**config.mk**
```make
export PLATFORM = sky130hd
export DESIGN_NAME = feature_frame_tx
export DESIGN_NICKNAME = d
export VERILOG_FILES = /design/src/rtl/feature_tx_pkg.sv /design/src/rtl/feature_frame_tx.sv
export SDC_FILE = /design/constraint.sdc
export NUM_CORES = 1
export LEC_CHECK = 0
export CORE_MARGIN = 3
export CORE_UTILIZATION = 49
export CTS_CLUSTER_DIAMETER = 80
export DETAILED_ROUTE_END_ITERATION = 16
export PLACE_DENSITY_LB_ADDON = 0.08
export REMOVE_ABC_BUFFERS = 1
export SLEW_MARGIN = 40
export SYNTH_ARGS = -nofsm -noshare
export SYNTH_HDL_FRONTEND = slang
export SYNTH_SLANG_ARGS = --single-unit
```
**constraint.sdc**
```tcl
create_clock -name clk -period 2.55 [get_ports clk]
set_input_delay 0.3825 -clock clk [delete_from_list [all_inputs] [get_ports clk]]
set_output_delay 0.3825 -clock clk [all_outputs]
set_load 0.01 [all_outputs]
```
**src/rtl/feature_tx_pkg.sv**
```systemverilog
// Shared constants, FSM state type and beat packing for feature_frame_tx.
package feature_tx_pkg;

  localparam int unsigned NUM_BEATS = 5;
  localparam int unsigned CHUNK_W   = 5;
  localparam int unsigned POS_W     = 3;
  localparam int unsigned FEAT_W    = 25;

  typedef enum logic [2:0] {
    StIdle,
    StRst,
    StSend,
    StSettle,
    StCapture
  } state_e;

  // Beat layout on ui_in: chunk bits reversed (c[0] at MSB), beat position in the low bits.
  function automatic logic [CHUNK_W+POS_W-1:0] pack_beat(input logic [CHUNK_W-1:0] chunk,
                                                         input logic [POS_W-1:0]   pos);
    logic [CHUNK_W-1:0] rev;
    for (int i = 0; i < int'(CHUNK_W); i++) begin
      rev[i] = chunk[CHUNK_W-1-i];
    end
    return {rev, pos};
  endfunction

endpackage

```
**src/rtl/feature_frame_tx.sv**
```systemverilog
// Frame driver for the decision-tree core: reset pulse, five feature beats, settle, capture.
// Optional result capture is enabled by defining FEATURE_FRAME_TX_RESULT_EN; without it the
// CAPTURE state still runs (same stream timing) but res_valid/res_data are tied low.
module feature_frame_tx
  import feature_tx_pkg::*;
#(
  parameter int unsigned RST_CYCLES    = 1,
  parameter int unsigned SETTLE_CYCLES = 5
) (
  input  logic        clk,
  input  logic        rst_n,
  input  logic        s_valid,
  output logic        s_ready,
  input  logic [24:0] s_feat,
  output logic [7:0]  tx_word,
  output logic        tx_rst_n,
  input  logic [7:0]  dut_out,
  output logic        res_valid,
  output logic [7:0]  res_data
);

  localparam int unsigned CNT_MAX = (RST_CYCLES > SETTLE_CYCLES) ? RST_CYCLES : SETTLE_CYCLES;
  localparam int unsigned CNT_W   = $clog2(CNT_MAX + 1);

  state_e             state_q, state_d;
  logic [CNT_W-1:0]   cnt_q, cnt_d;
  logic [POS_W-1:0]   pos_q, pos_d;
  logic [FEAT_W-1:0]  feat_q, feat_d;
  logic [7:0]         tx_word_q, tx_word_d;
  logic               tx_rst_n_q, tx_rst_n_d;
  logic               s_ready_q, s_ready_d;
  logic               capture_fire;
  logic               accept;

  function automatic logic [CHUNK_W-1:0] chunk_at(input logic [FEAT_W-1:0] f,
                                                  input logic [POS_W-1:0]  p);
    return f[CHUNK_W*p +: CHUNK_W];
  endfunction

  // s_ready_q is only high in IDLE and CAPTURE, so it doubles as the acceptance window.
  assign accept = s_valid && s_ready_q;

  // Next-state and registered-output logic; the down-counter is shared by RST and SETTLE.
  always_comb begin
    state_d      = state_q;
    cnt_d        = cnt_q;
    pos_d        = pos_q;
    feat_d       = feat_q;
    tx_word_d    = tx_word_q;
    tx_rst_n_d   = tx_rst_n_q;
    s_ready_d    = s_ready_q;
    capture_fire = 1'b0;

    unique case (state_q)
      StIdle: begin
        s_ready_d = 1'b1;
      end
      StRst: begin
        if (cnt_q == CNT_W'(1)) begin
          state_d    = StSend;
          pos_d      = '0;
          tx_word_d  = pack_beat(chunk_at(feat_q, '0), '0);
          tx_rst_n_d = 1'b1;
        end else begin
          cnt_d = cnt_q - CNT_W'(1);
        end
      end
      StSend: begin
        if (pos_q == POS_W'(NUM_BEATS - 1)) begin
          // Last beat stays on the bus through settle and idle.
          state_d = StSettle;
          cnt_d   = CNT_W'(SETTLE_CYCLES);
        end else begin
          pos_d     = pos_q + POS_W'(1);
          tx_word_d = pack_beat(chunk_at(feat_q, pos_q + POS_W'(1)), pos_q + POS_W'(1));
        end
      end
      StSettle: begin
        if (cnt_q == CNT_W'(1)) begin
          state_d      = StCapture;
          s_ready_d    = 1'b1;
          capture_fire = 1'b1;
        end else begin
          cnt_d = cnt_q - CNT_W'(1);
        end
      end
      StCapture: begin
        state_d = StIdle;
      end
      default: begin
        state_d = StIdle;
      end
    endcase

    // Acceptance overrides the IDLE/CAPTURE defaults above.
    if (accept) begin
      state_d    = StRst;
      feat_d     = s_feat;
      cnt_d      = CNT_W'(RST_CYCLES);
      tx_rst_n_d = 1'b0;
      tx_word_d  = '0;
      s_ready_d  = 1'b0;
    end
  end

  // State and output registers.
  always_ff @(posedge clk or negedge rst_n) begin
    if (!rst_n) begin
      state_q    <= StIdle;
      cnt_q      <= '0;
      pos_q      <= '0;
      feat_q     <= '0;
      tx_word_q  <= '0;
      tx_rst_n_q <= 1'b0;
      s_ready_q  <= 1'b0;
    end else begin
      state_q    <= state_d;
      cnt_q      <= cnt_d;
      pos_q      <= pos_d;
      feat_q     <= feat_d;
      tx_word_q  <= tx_word_d;
      tx_rst_n_q <= tx_rst_n_d;
      s_ready_q  <= s_ready_d;
    end
  end

  assign tx_word  = tx_word_q;
  assign tx_rst_n = tx_rst_n_q;
  assign s_ready  = s_ready_q;

`ifdef FEATURE_FRAME_TX_RESULT_EN
  logic       res_valid_q;
  logic [7:0] res_data_q;

  // Sample the core output on the final settle edge; valid pulses during CAPTURE.
  always_ff @(posedge clk or negedge rst_n) begin
    if (!rst_n) begin
      res_valid_q <= 1'b0;
      res_data_q  <= '0;
    end else begin
      res_valid_q <= capture_fire;
      if (capture_fire) begin
        res_data_q <= dut_out;
      end
    end
  end

  assign res_valid = res_valid_q;
  assign res_data  = res_data_q;
`else
  logic unused_result;

  assign unused_result = ^{dut_out, capture_fire};
  assign res_valid     = 1'b0;
  assign res_data      = '0;
`endif

endmodule

```
* Word-level counts from Yosys, hierarchy flattened *
Index checks and enable logic that the tools add are counted.

word-level totals
  bits in registers = 44
  output and inout bits = 19

operators by class
  reduce and logical (&&, ||, !) cells = 15
  multipliers = 1
  $add $sub $neg = 2
  muxes and demuxes = 21
  equality and inequality tests = 13
  shifts and indexed selects = 1

operator list
  operator                                                               count
  3-bit 2-to-1 mux                                                       9
  25-bit by 7-bit variable part select with 5-bit output                 1
  8-bit 2-to-1 mux                                                       3
  8-bit case mux with 2 select lines                                     1
  3-bit != test, second input constant                                   5
  3-bit case mux with 2 select lines                                     2
  3-bit case mux with 4 select lines                                     1
  3-bit AND reduction                                                    3
  3-bit nonzero test                                                     3
  3-bit by 1-bit equality test with 1-bit output, second input constant  2
  3-bit by 2-bit equality test with 1-bit output, second input constant  2
  3-bit by 3-bit multiplier with 6-bit output, first input constant      1
  2-bit != test, second input constant                                   3
  2-bit nonzero test                                                     3
  1-bit 2-to-1 mux                                                       4
  2-bit AND reduction                                                    2
  4-bit AND reduction                                                    1
  3-bit by 1-bit adder with 3-bit output, second input constant          1
  3-bit equality test, second input constant                             1
  3-bit logical NOT                                                      1
  3-bit by 1-bit subtractor with 3-bit output, second input constant     1
  1-bit case mux with 2 select lines                                     1
  2-bit OR reduction                                                     1
  1-bit logical AND                                                      1

* Longest topological paths before layout *
Gate-level depths: netlist (run 1).

  depth in word-level cells = 6
  mapped depth = 9
  depth with buffers taken out = 6

* Least setup slack after synthesis (run 1) *
OpenSTA, ideal clock, no wires.

  path kind = register to register
  start = reg pos_q[0]
  end = reg tx_word_q[4], in the netlist tx_word[4]
  cell stages (with the launch flop) = 10
  path slack = 0.349 ns
  library setup time = 0.138 ns
  arrival = 2.063 ns
  path through = dfrtp_1 > buf_2 > clkinv_1 > ha_1 > clkbuf_2 > buf_4 > mux2i_1 > nor3_1 > a2111oi_1 > o31ai_1

between the ends
  word-level cells in the longest chain between the ends = 6
  elaborated cells on any way between the ends = 9
  classes of those cells = add/sub: 1; mul: 1; eq/ne: 2; shift: 1; mux: 3; reduce/logical: 1

RTL lines
  item                                                    RTL line                 RTL
  start, declared                                         feature_frame_tx.sv:27   logic [POS_W-1:0] pos_q, pos_d;
  start signal, assigned                                  feature_frame_tx.sv:119  pos_q <= pos_d;
  3-bit by 1-bit adder with 3-bit output                  feature_frame_tx.sv:75   tx_word_d = pack_beat(chunk_at(feat_q, pos_q + POS_W'(1)), pos_q + POS_W'(1));
  3-bit by 3-bit multiplier with 6-bit output             feature_frame_tx.sv:37   return f[CHUNK_W*p +: CHUNK_W];
  25-bit by 7-bit variable part select with 5-bit output  feature_frame_tx.sv:37
  8-bit 2-to-1 mux                                        feature_frame_tx.sv:69   if (pos_q == POS_W'(NUM_BEATS - 1)) begin
  8-bit case mux with 2 select lines                      feature_frame_tx.sv:54   unique case (state_q)
  8-bit 2-to-1 mux                                        feature_frame_tx.sv:96   if (accept) begin
  end signal, assigned                                    feature_frame_tx.sv:121  tx_word_q <= tx_word_d;
  end, declared                                           feature_frame_tx.sv:29   logic [7:0] tx_word_q, tx_word_d;

Several ways; a longest one is shown, not always the timed one. The select of a mux whose other input is x is not followed.
A chain may end at the register's enable or synchronous reset.

* Final worst setup path (run 1) *
  start = reg pos_q[0]
  end = reg tx_word_q[5], in the netlist tx_word[5]

The elaborated chain is that of the path after synthesis.

==> results of run 1 <==
-- layer usage --
layer | global-route usage | vias to the layer above | part of all wire
li1 | - | 837 | -
met1 | 0.2451 | 773 | 0.47
met2 | 0.2996 | 41 | 0.47
met3 | 0.03857 | 5 | 0.048
met4 | 0.06148 | 0 | 0.012
met5 | 0 | - | 0
-- worst min path at each step --
stage                  to  slack, ps  cells after the start
6_report       feat_q[16]         70                      1
5_1_grt        feat_q[16]        110                      1
2_1_floorplan    cnt_q[0]         90                      0
3_5_place_dp   feat_q[16]        410                      1
4_1_cts        feat_q[21]         90                      1
3_3_place_gp   feat_q[18]        460                      2
-- flip-flops by register name (all words and copies together) (netlist names) --
signal,flops
tx_word,8
tx_rst_n,1
feat_q,25
s_ready,1
cnt_q,3
pos_q,3
state_q,3
-- cell usage in the layout (no fill, tap or decap), types with 2 or more instances in the layout --
| master | count |
|---|---|
| nand2_1 | 81 |
| dfrtp_1 | 44 |
| clkdlybuf4s50_1 | 36 |
| nor3_1 | 13 |
| mux2i_1 | 10 |
| buf_4 | 10 |
| conb_1 | 9 |
| o21ai_0 | 7 |
| nand3_1 | 6 |
| o31ai_1 | 5 |
| nor2_1 | 5 |
| clkbuf_8 | 5 |
| inv_1 | 4 |
| a2111oi_1 | 4 |
| ha_1 | 4 |
| nor2b_1 | 2 |
| a21oi_1 | 2 |
| a22oi_1 | 2 |
| mux2_2 | 2 |
| nand2b_1 | 2 |
-- power breakdown --
group	total, mW	internal, mW	switching, mW	leakage [nW]
Clock	0.411	0.186	0.225	0.0410
Combinational	1.51	0.694	0.813	0.659
Sequential	1.24	1.01	0.228	0.554
Total	3.16	1.89	1.27	1.25
-- stage by stage --
stage                     worst slack, ps  hold WS [ps]  utilization
after floorplan                     269.2         86.91            -
after global placement              518.9         459.1       0.6208
after detailed placement            432.2         411.8       0.6214
after CTS                           416.6         86.39       0.6401
after global routing                314.6         109.9       0.6401
final                               424.2         66.91       0.6401
-- layout make-up --
cell class | count | area (um^2)
fill | 380 | 1491
sequential | 44 | 1101
multi-input combinational | 170 | 957.2
timing repair buffer | 46 | 435.4
clock buffer | 6 | 72.57
tap | 50 | 62.56
inverter | 5 | 18.77
clock inverter | 1 | 5.005
-- cell families after synthesis --
group / share of synthesized area
AND/OR/NAND/NOR: 0.2241
buffers and inverters: 0.07105
multiplexers: 0.05616
AO/OA/AOI/OAI: 0.1043
other: 0.001718
flip-flops: 0.5043
adder cells (fa/ha/maj): 0.02292
XOR/XNOR: 0.01548
==> summary.md, run 1 <==
| Metric | Value |
|---|---|
| Crit-path cells | clkinv_1 -> ha_1 -> buf_4 -> mux2i_1 -> nor3_1 -> a2111oi_1 -> o31ai_1 |
| RSZ-0062 raised after global routing | no |
| Max-Cap Viols | 0 |
| Post-DRT Antenna Nets | 0 |
| Crit path to | tx_word[5] |
| Count leader, synth | nand2_1 |
| Cells after DPL | between 300 and 400 |
| Core area | approximately 4100 um^2 |
| Critical path startpoint | pos_q[0] |
| Slew Limit Fails | 0 |
| CP bufs+invs | 2 |
| Vias in the first global route | around 1,600 |
| Vias | between 1,500 and 2,000 |
| Critical path's slowest cell | dfrtp_1 |
| Cts bufs inserted | 5 |
| Unique masters post-synth | 40 |
| Peak VDD IR | around 0.54 mV |
| Drt initial violations | a little over 80 |
| Die Width | between 70 and 80 um |
| CTS tree | built |
| Status | finished, final reports clean |
| Die ar. | roughly 5300 um^2 |
| R2r setup slk | between 400 and 500 ps |
| # diodes | 0 |
| Chip height | 72.75 um |
| Initial core utilization | 0.5269 |
| Avg Vias per Cell | 5.143 |
| Pre-Repair DR Iteration Count | 4 |
| Clock skew | 3.236 ps |
| WL/cell | ~13 um |
| Post-DP HPWL | approximately 3.0 mm |
| Type of the tightest min-delay check | input port to async pin |
| Cell Pwr Density | approximately 1200 nW/um^2 |
| Hold-fix buffers, CTS | 0 |
| Yosys warns | 0 |
| Top FF cell, synth | dfrtp_1 |
| Finished Cell Area | around 2700 um^2 |
| Final Hold Vio Count | 0 |
| Largest delay contributor family on the critical path | flip-flops |
| CTS Sinks | 44 |
| Yosys reg bits | 44 |
| Avg Cell Area, Syn | a little over 9 um^2 |
| CTS Buffer Depth | 2 |
| # setup viols final | 0 |
| Slew @ Worst Pin | around 560 ps |
| Cts repair resizes | 0 |
| Reg2reg end | tx_word[5] |
| Htree depth | 2 |
| Max FO, Critical Path | 8 |
| Worst skew pair latency | 290 ps |
| Top cells by area, synth | dfrtp_1 50%, nand2_1 14%, mux2i_1 4.6% |
| Critical Path RT | roughly 2700 ps |
| Minimum clock period | around 2100 ps |
| Top cells by count, synth | 81 x nand2_1, 44 x dfrtp_1, 13 x nor3_1 |
| Cells after Synth | around 230 |
| Worst r2r src | pos_q[0] |
| Placed Area | 2575 um^2 |
| Largest net degree at the start of global routing | 45 |
| Fin Setup TNS | 0 ps |
| Fmax | between 400 and 500 MHz |
| Row count | 23 |
| Kind of critical path | flip-flop to flip-flop |
| Power Total | 3.160 mW |
| Number of synthesized flops with an enable pin | 0 |
| Remaining global-route overflow | 0 |
| Post-synthesis async set-or-reset flop share | 1.000 |
| Crit start category | flip-flop |
| Reg2Reg Depth | 7 |
| Share of cells above drive strength 1 | 0.08824 |
| Sequential area share after synthesis | 0.5043 |
| Most area-hungry cell type in the Yosys netlist | dfrtp_1 |
| Clock slew at reported path FFs | 80 ps |
| Final #Nets | ~310 |
| Area Overhead vs Synth | 21.49% |
| Remaining DRCs | 0 |
| CP max stage delay | between 500 and 600 ps |
| Root buf cell | clkbuf_8 |
| Crit path depth | 7 |
| Number of cells in the finished layout apart from fillers | between 300 and 400 |
| Total setup buffers inserted after CTS | 0 |
| Crit end category | flip-flop |
| # IOs | 55 |
| Mapped Area | ~2200 um^2 |
| Total GRT Usage | 0.1842 |
| Relative slew slack | 0.6273 |
| Yosys top cell area share | 0.5043 |
| IO buf count | 37 |
| Global-route wire length before repair | between 7 and 8 mm |
| Pleak | ~1.3 nW |
| Critical Path AT | around 2300 ps |
| Gpl congestion | around 0.68 |
| Initial antenna violation count | 0 |
| WL final | 4.346 mm |
| Final period utilization | 0.8336 |
No activity file was read; power rests on OpenSTA's default activity.
==> run 2: changes to the inputs <==
Clock period 2.55 ns to 2 ns, I/O delays scaled along.
==> summary.md, run 2 (same netlist as run 1, synthesis figures left out) <==
| Metric | Value |
|---|---|
| Largest net degree at the start of global routing | 32 (was 45) |
| Hold Path End | feat_q[19] |
| Placed Area | 2635 um^2 (was 2575 um^2) |
| CP most frequent cell | buf_4 |
| Initial antenna violation count | 0 (unchanged) |
| R2r setup slk | 120 ps (was 420 ps) |
| Number of cells in the finished layout apart from fillers | 329 (was 322) |
| Max reg flops | 25 (unchanged) |
| Total GRT Usage | 0.1795 (was 0.1842) |
| Post-DP HPWL | 3.133 mm (was 3.011 mm) |
| Worst skew pair latency | 290 ps (about the same) |
| Reg2Reg Depth | 7 (unchanged) |
| Die Width | 72.75 um (unchanged) |
| Largest Register | feat_q (unchanged) |
| Critical Path RT | 2170 ps (was 2720 ps) |
| CP bufs+invs | 2 (unchanged) |
| Chip height | 72.75 um (unchanged) |
| Finished Core Util | 0.6612 (was 0.6401) |
| Vias in the first global route | 1,671 (was 1,637) |
| Most frequent cells in the layout | 81 x nand2_1, 44 x dfrtp_1, 36 x clkdlybuf4s50_1 (unchanged) |
| Final period utilization | 0.9422 (was 0.8336) |
| Crit-path cells | buf_4 -> ha_1 -> xor2_2 -> buf_4 -> nor3_1 -> a2111oi_1 -> o31ai_1 (was clkinv_1 -> ha_1 -> buf_4 -> mux2i_1 -> nor3_1 -> a2111oi_1 -> o31ai_1) |
| Die ar. | 5293 um^2 (unchanged) |
| Largest delay contributor family on the critical path | compound AO/OA/AOI/OAI gates (was flip-flops) |
| Fmax | 530.7 MHz (was 470.4 MHz) |
| Place WS | 166.8 ps (was 432.2 ps) |
| Clock skew | 2.800 ps (was 3.236 ps) |
| Row count | 23 (unchanged) |
| Hold Crit Start | feat_q[19] |
| Pre-Repair DR Iteration Count | 4 (unchanged) |
| # IOs | 55 (unchanged) |
| Post-DRT Antenna Nets | 0 (unchanged) |
| # setup viols final | 0 (unchanged) |
| Minimum clock period | 1884 ps (was 2126 ps) |
| Share of cells above drive strength 1 | 0.1075 (was 0.08824) |
| Crit end category | flip-flop (unchanged) |
| Max FO, Critical Path | 6 (was 8) |
| Vias | 1,718 (was 1,656) |
| # diodes | 0 (unchanged) |
| Core area | 4144 um^2 (unchanged) |
| RSZ-0062 raised after global routing | no (unchanged) |
| Status | finished, final reports clean (unchanged) |
| Final worst slack | 115.5 ps (was 424.2 ps) |
| WL final | 4.311 mm (was 4.346 mm) |
| Crit start category | flip-flop (unchanged) |
| Root buf cell | clkbuf_8 (unchanged) |
| Remaining DRCs | 0 (unchanged) |
| WL/cell | 13.10 um (was 13.50 um) |
| CTS Buffer Depth | 2 (unchanged) |
| CTS Sinks | 44 (unchanged) |
| Cts bufs inserted | 5 (unchanged) |
| Power Total | 4.164 mW (was 3.160 mW) |
| Initial core utilization | 0.5269 (unchanged) |
| Clock slew at reported path FFs | 80 ps (about the same) |
| Gpl congestion | 0.7518 (was 0.6752) |
| Area Overhead vs Synth | 25.50% (was 21.49%) |
| Reg2reg end | tx_word[7] (was tx_word[5]) |
| Kind of critical path | flip-flop to flip-flop (unchanged) |
| Global-route wire length before repair | 7.417 mm (was 7.617 mm) |
| Final Hold Vio Count | 0 (unchanged) |
| # fillers | 355 (was 380) |
| Final #Nets | 318 (was 312) |
| CTS tree | built (unchanged) |
| Drt initial violations | 58 (was 82) |
| Cells after DPL | 320 (was 315) |
| Crit path depth | 7 (unchanged) |
| Critical path's slowest cell | a2111oi_1 (was dfrtp_1) |
| Hold depth | 2 |
| IO buf count | 37 (unchanged) |
| Pleak | 1.298 nW (was 1.255 nW) |
| Htree depth | 2 (unchanged) |
| Slew Limit Fails | 0 (unchanged) |
| Commonest non-fill, non-tap cell in the layout | nand2_1 (unchanged) |
| Type of the tightest min-delay check | flip-flop to flip-flop (was input port to async pin) |
| Finished Cell Area | 2740 um^2 (was 2653 um^2) |
| Total setup buffers inserted after CTS | 0 (unchanged) |
| Worst r2r src | pos_q[0] (unchanged) |
| Remaining global-route overflow | 0 (unchanged) |
| Cell Pwr Density | 1520 nW/um^2 (was 1191 nW/um^2) |
| Avg Vias per Cell | 5.222 (was 5.143) |
| Peak VDD IR | 0.6713 mV (was 0.5357 mV) |
| CP max stage delay | 430 ps (was 530 ps) |
| Max-Cap Viols | 0 (unchanged) |
| Critical Path AT | 2050 ps (was 2300 ps) |
==> run 2: cell types whose count changed in the layout (fill, tap and decap cells not counted), sizes merged <==
cell,change
buf,+5
clkbuf,+2
clkinv,-1
dlygate4sd3,+1
==> run 2: how the worst max path moves through the flow <==
stage,endpoint,start
after floorplan,tx_word[4],pos_q[0]
after global placement,tx_word[4],pos_q[0]
after detailed placement,tx_word[7],pos_q[0]
after CTS,tx_word[7],pos_q[0]
after global routing,tx_word[5],pos_q[0]
final,tx_word[7],pos_q[0]
==> run 2: report_power, final <==
group / switching (mW) / internal [mW]
Clock: 0.281 / 0.282
Combinational: 1.07 / 0.963
Sequential: 0.278 / 1.29
Total: 1.63 / 2.54
==> run 2: cell type report <==
class,count,area (um^2),area share
clock buffer,8,90.09,0.03288
tap,50,62.56,0.02283
timing repair buffer,52,505.5,0.1845
inverter,5,18.77,0.006849
multi-input combinational,170,962.2,0.3511
sequential,44,1101,0.4018
==> run 2: worst register-to-register path: stages, from the launching register on <==
cell and delay (ps):
dfrtp_1 410, buf_4 160, ha_1 220, xor2_2 190
buf_4 180, nor3_1 60, a2111oi_1 430, o31ai_1 130
==> run 2: what timing repair did <==
item / CTS / global route
endpoints found under the hold margin: 20 / 0
endpoints found under the setup margin: 0 / 1
hold buffers: 1 / 0
resized for setup: 0 / 1
==> run 2: through the flow <==
| step | TNS, ps | hold WS [ps] |
|---|---|---|
| global route | 0 | 508.2 |
| floorplan | -1338 | 4.409 |
| CTS | 0 | 482.6 |
| detailed placement | 0 | 291.8 |
| global placement | 0 | 285.2 |
| finish | 0 | 481.6 |
==> run 2: metal layers <==
layer | GRT usage | share of wire | vias to the layer above
li1 | - | - | 849
met1 | 0.2295 | 0.46 | 812
met2 | 0.2926 | 0.47 | 47
met3 | 0.04132 | 0.048 | 10
met4 | 0.07582 | 0.016 | 0
met5 | 0 | 0 | -
==> run 3: changes to the inputs <==
Settings changed: REMOVE_ABC_BUFFERS 1 to unset.
==> summary.md, run 3 (same netlist as run 1, synthesis figures left out) <==
| Metric | Value |
|---|---|
| Status | finished, final reports clean (unchanged) |
| Max-Cap Viols | 0 (unchanged) |
| Crit-path cells | ha_1 -> xor2_4 -> nor3b_4 -> a2111oi_1 -> o31ai_1 (was buf_4 -> ha_1 -> xor2_2 -> buf_4 -> nor3_1 -> a2111oi_1 -> o31ai_1) |
| Chip height | 72.75 um (unchanged) |
| WHS | 463.1 ps (was 481.6 ps) |
| Global-route wire length before repair | 7.576 mm (was 7.417 mm) |
| Fin Setup TNS | 0 ps (unchanged) |
| Final #Nets | 318 (unchanged) |
| IO buf count | 37 (unchanged) |
| Max reg flops | 25 (unchanged) |
| CTS tree | built (unchanged) |
| Crit end category | flip-flop (unchanged) |
| Peak VDD IR | 0.6303 mV (was 0.6713 mV) |
| Gpl congestion | 0.8325 (was 0.7518) |
| CTS Buffer Depth | 2 (unchanged) |
| Drt initial violations | 100 (was 58) |
| Remaining DRCs | 0 (unchanged) |
| Minimum clock period | 1882 ps (was 1884 ps) |
| Power Total | 4.251 mW (was 4.164 mW) |
| Crit start category | flip-flop (unchanged) |
| Post-DP HPWL | 3.309 mm (was 3.133 mm) |
| Max FO, Critical Path | 8 (was 6) |
| Avg Vias per Cell | 5.174 (was 5.222) |
| # diodes | 0 (unchanged) |
| Vias in the first global route | 1,637 (was 1,671) |
| Largest Register | feat_q (unchanged) |
| Vias | 1,697 (was 1,718) |
| Largest net degree at the start of global routing | 40 (was 32) |
| Area of the multi-input gates | 978.4 um^2 (was 962.2 um^2) |
| Critical path startpoint | pos_q[0] (unchanged) |
| Final Hold Vio Count | 0 (unchanged) |
| Reg area | 1102 um^2 (was 1101 um^2) |
| Pleak | 1.297 nW (was 1.298 nW) |
| Slew Limit Fails | 0 (unchanged) |
| Share of cells above drive strength 1 | 0.1187 (was 0.1075) |
| Cts bufs inserted | 5 (unchanged) |
| Clock slew at reported path FFs | 80 ps (about the same) |
| Die Width | 72.75 um (unchanged) |
| Cell Pwr Density | 1546 nW/um^2 (was 1520 nW/um^2) |
| Htree depth | 2 (unchanged) |
| Kind of critical path | flip-flop to flip-flop (unchanged) |
| WL final | 4.514 mm (was 4.311 mm) |
| Initial core utilization | 0.5269 (unchanged) |
| Critical Path RT | 2190 ps (was 2170 ps) |
| Remaining global-route overflow | 0 (unchanged) |
| Commonest non-fill, non-tap cell in the layout | nand2_1 (unchanged) |
| # IOs | 55 (unchanged) |
| CP max stage delay | 440 ps (was 430 ps) |
| Worst r2r src | pos_q[0] (unchanged) |
| Row count | 23 (unchanged) |
| Area Overhead vs Synth | 25.96% (was 25.50%) |
| CTS Sinks | 44 (unchanged) |
| # setup viols final | 0 (unchanged) |
| Post-DRT Antenna Nets | 0 (unchanged) |
| Placed Area | 2640 um^2 (was 2635 um^2) |
| Total setup buffers inserted after CTS | 0 (unchanged) |
| Initial antenna violation count | 0 (unchanged) |
| Most frequent cells in the layout | 81 x nand2_1, 43 x dfrtp_1, 36 x clkdlybuf4s50_1 (was 81 x nand2_1, 44 x dfrtp_1, 36 x clkdlybuf4s50_1) |
| Critical path's slowest cell | dfrtp_2 (was a2111oi_1) |
| Total GRT Usage | 0.1857 (was 0.1795) |
| Root buf cell | clkbuf_8 (unchanged) |
| Final period utilization | 0.9410 (was 0.9422) |
| Fmax | 531.4 MHz (was 530.7 MHz) |
| # fillers | 375 (was 355) |
| Type of the tightest min-delay check | input port to async pin (was flip-flop to flip-flop) |
| WL/cell | 13.76 um (was 13.10 um) |
| Core area | 4144 um^2 (unchanged) |
| Finished Cell Area | 2750 um^2 (was 2740 um^2) |
| Worst skew pair latency | 290 ps (about the same) |
| Clock skew | 4.450 ps (was 2.800 ps) |
| Die ar. | 5293 um^2 (unchanged) |
| Pre-Repair DR Iteration Count | 4 (unchanged) |
| Critical Path AT | 2070 ps (was 2050 ps) |
## run 3: stage by stage
stage	worst slack, ps	util	instances
after floorplan	21.64	-	242
after global placement	82.84	0.6371	320
after detailed placement	16.99	0.6371	320
after CTS	4.660	0.6582	328
after global routing	-10.18	0.6636	328
final	118.0	0.6636	328
## run 3: path summary, 6_finish.rpt
path,slack [ps],depth (start not counted),end
setup / recovery,120,5,tx_word[4]
hold / removal,460,2,cnt_q[1]
setup reg to reg,120,5,tx_word[4]
hold reg to reg,480,2,feat_q[15]
max in group asynchronous,970,3,pos_q[0]
min in group clk,480,2,feat_q[15]
## run 3: cell type report
cell class                 count  area share
clock inverter                 1    0.001820
inverter                       5    0.008644
sequential                    44      0.4008
tap                           50     0.02275
multi-input combinational    170      0.3558
clock buffer                   6     0.02639
timing repair buffer          52      0.1838
## run 3: what timing repair did
item / 4_1_cts / 5_1_grt
resized for setup: 0 / 4
endpoints found under the hold margin: 16 / 0
hold buffers: 1 / 0
endpoints found under the setup margin: 0 / 5
## run 3: per-layer routing
layer  track usage  part of all wire  up-vias
met5             0                 0        -
met4       0.05533             0.012        0
met3       0.04545             0.045        5
met2        0.3016              0.49       37
met1        0.2464              0.46      807
li1              -                 -      848
## run 3: report_power, final
part           internal (mW)  leakage (nW)  switching (mW)  total [mW]
clock network          0.238        0.0410           0.281       0.519
logic                   1.02         0.703            1.12        2.14
registers               1.29         0.553           0.301        1.60
## run 3: worst max-delay path, delay by kind of cell, from the launching register on
| family | cells | cell delay (ps) |
|---|---|---|
| xor+xnor | 1 | 260 |
| fa+ha+maj | 1 | 270 |
| flops | 1 | 440 |
| compound gates | 2 | 430 |
| simple gates | 1 | 380 |
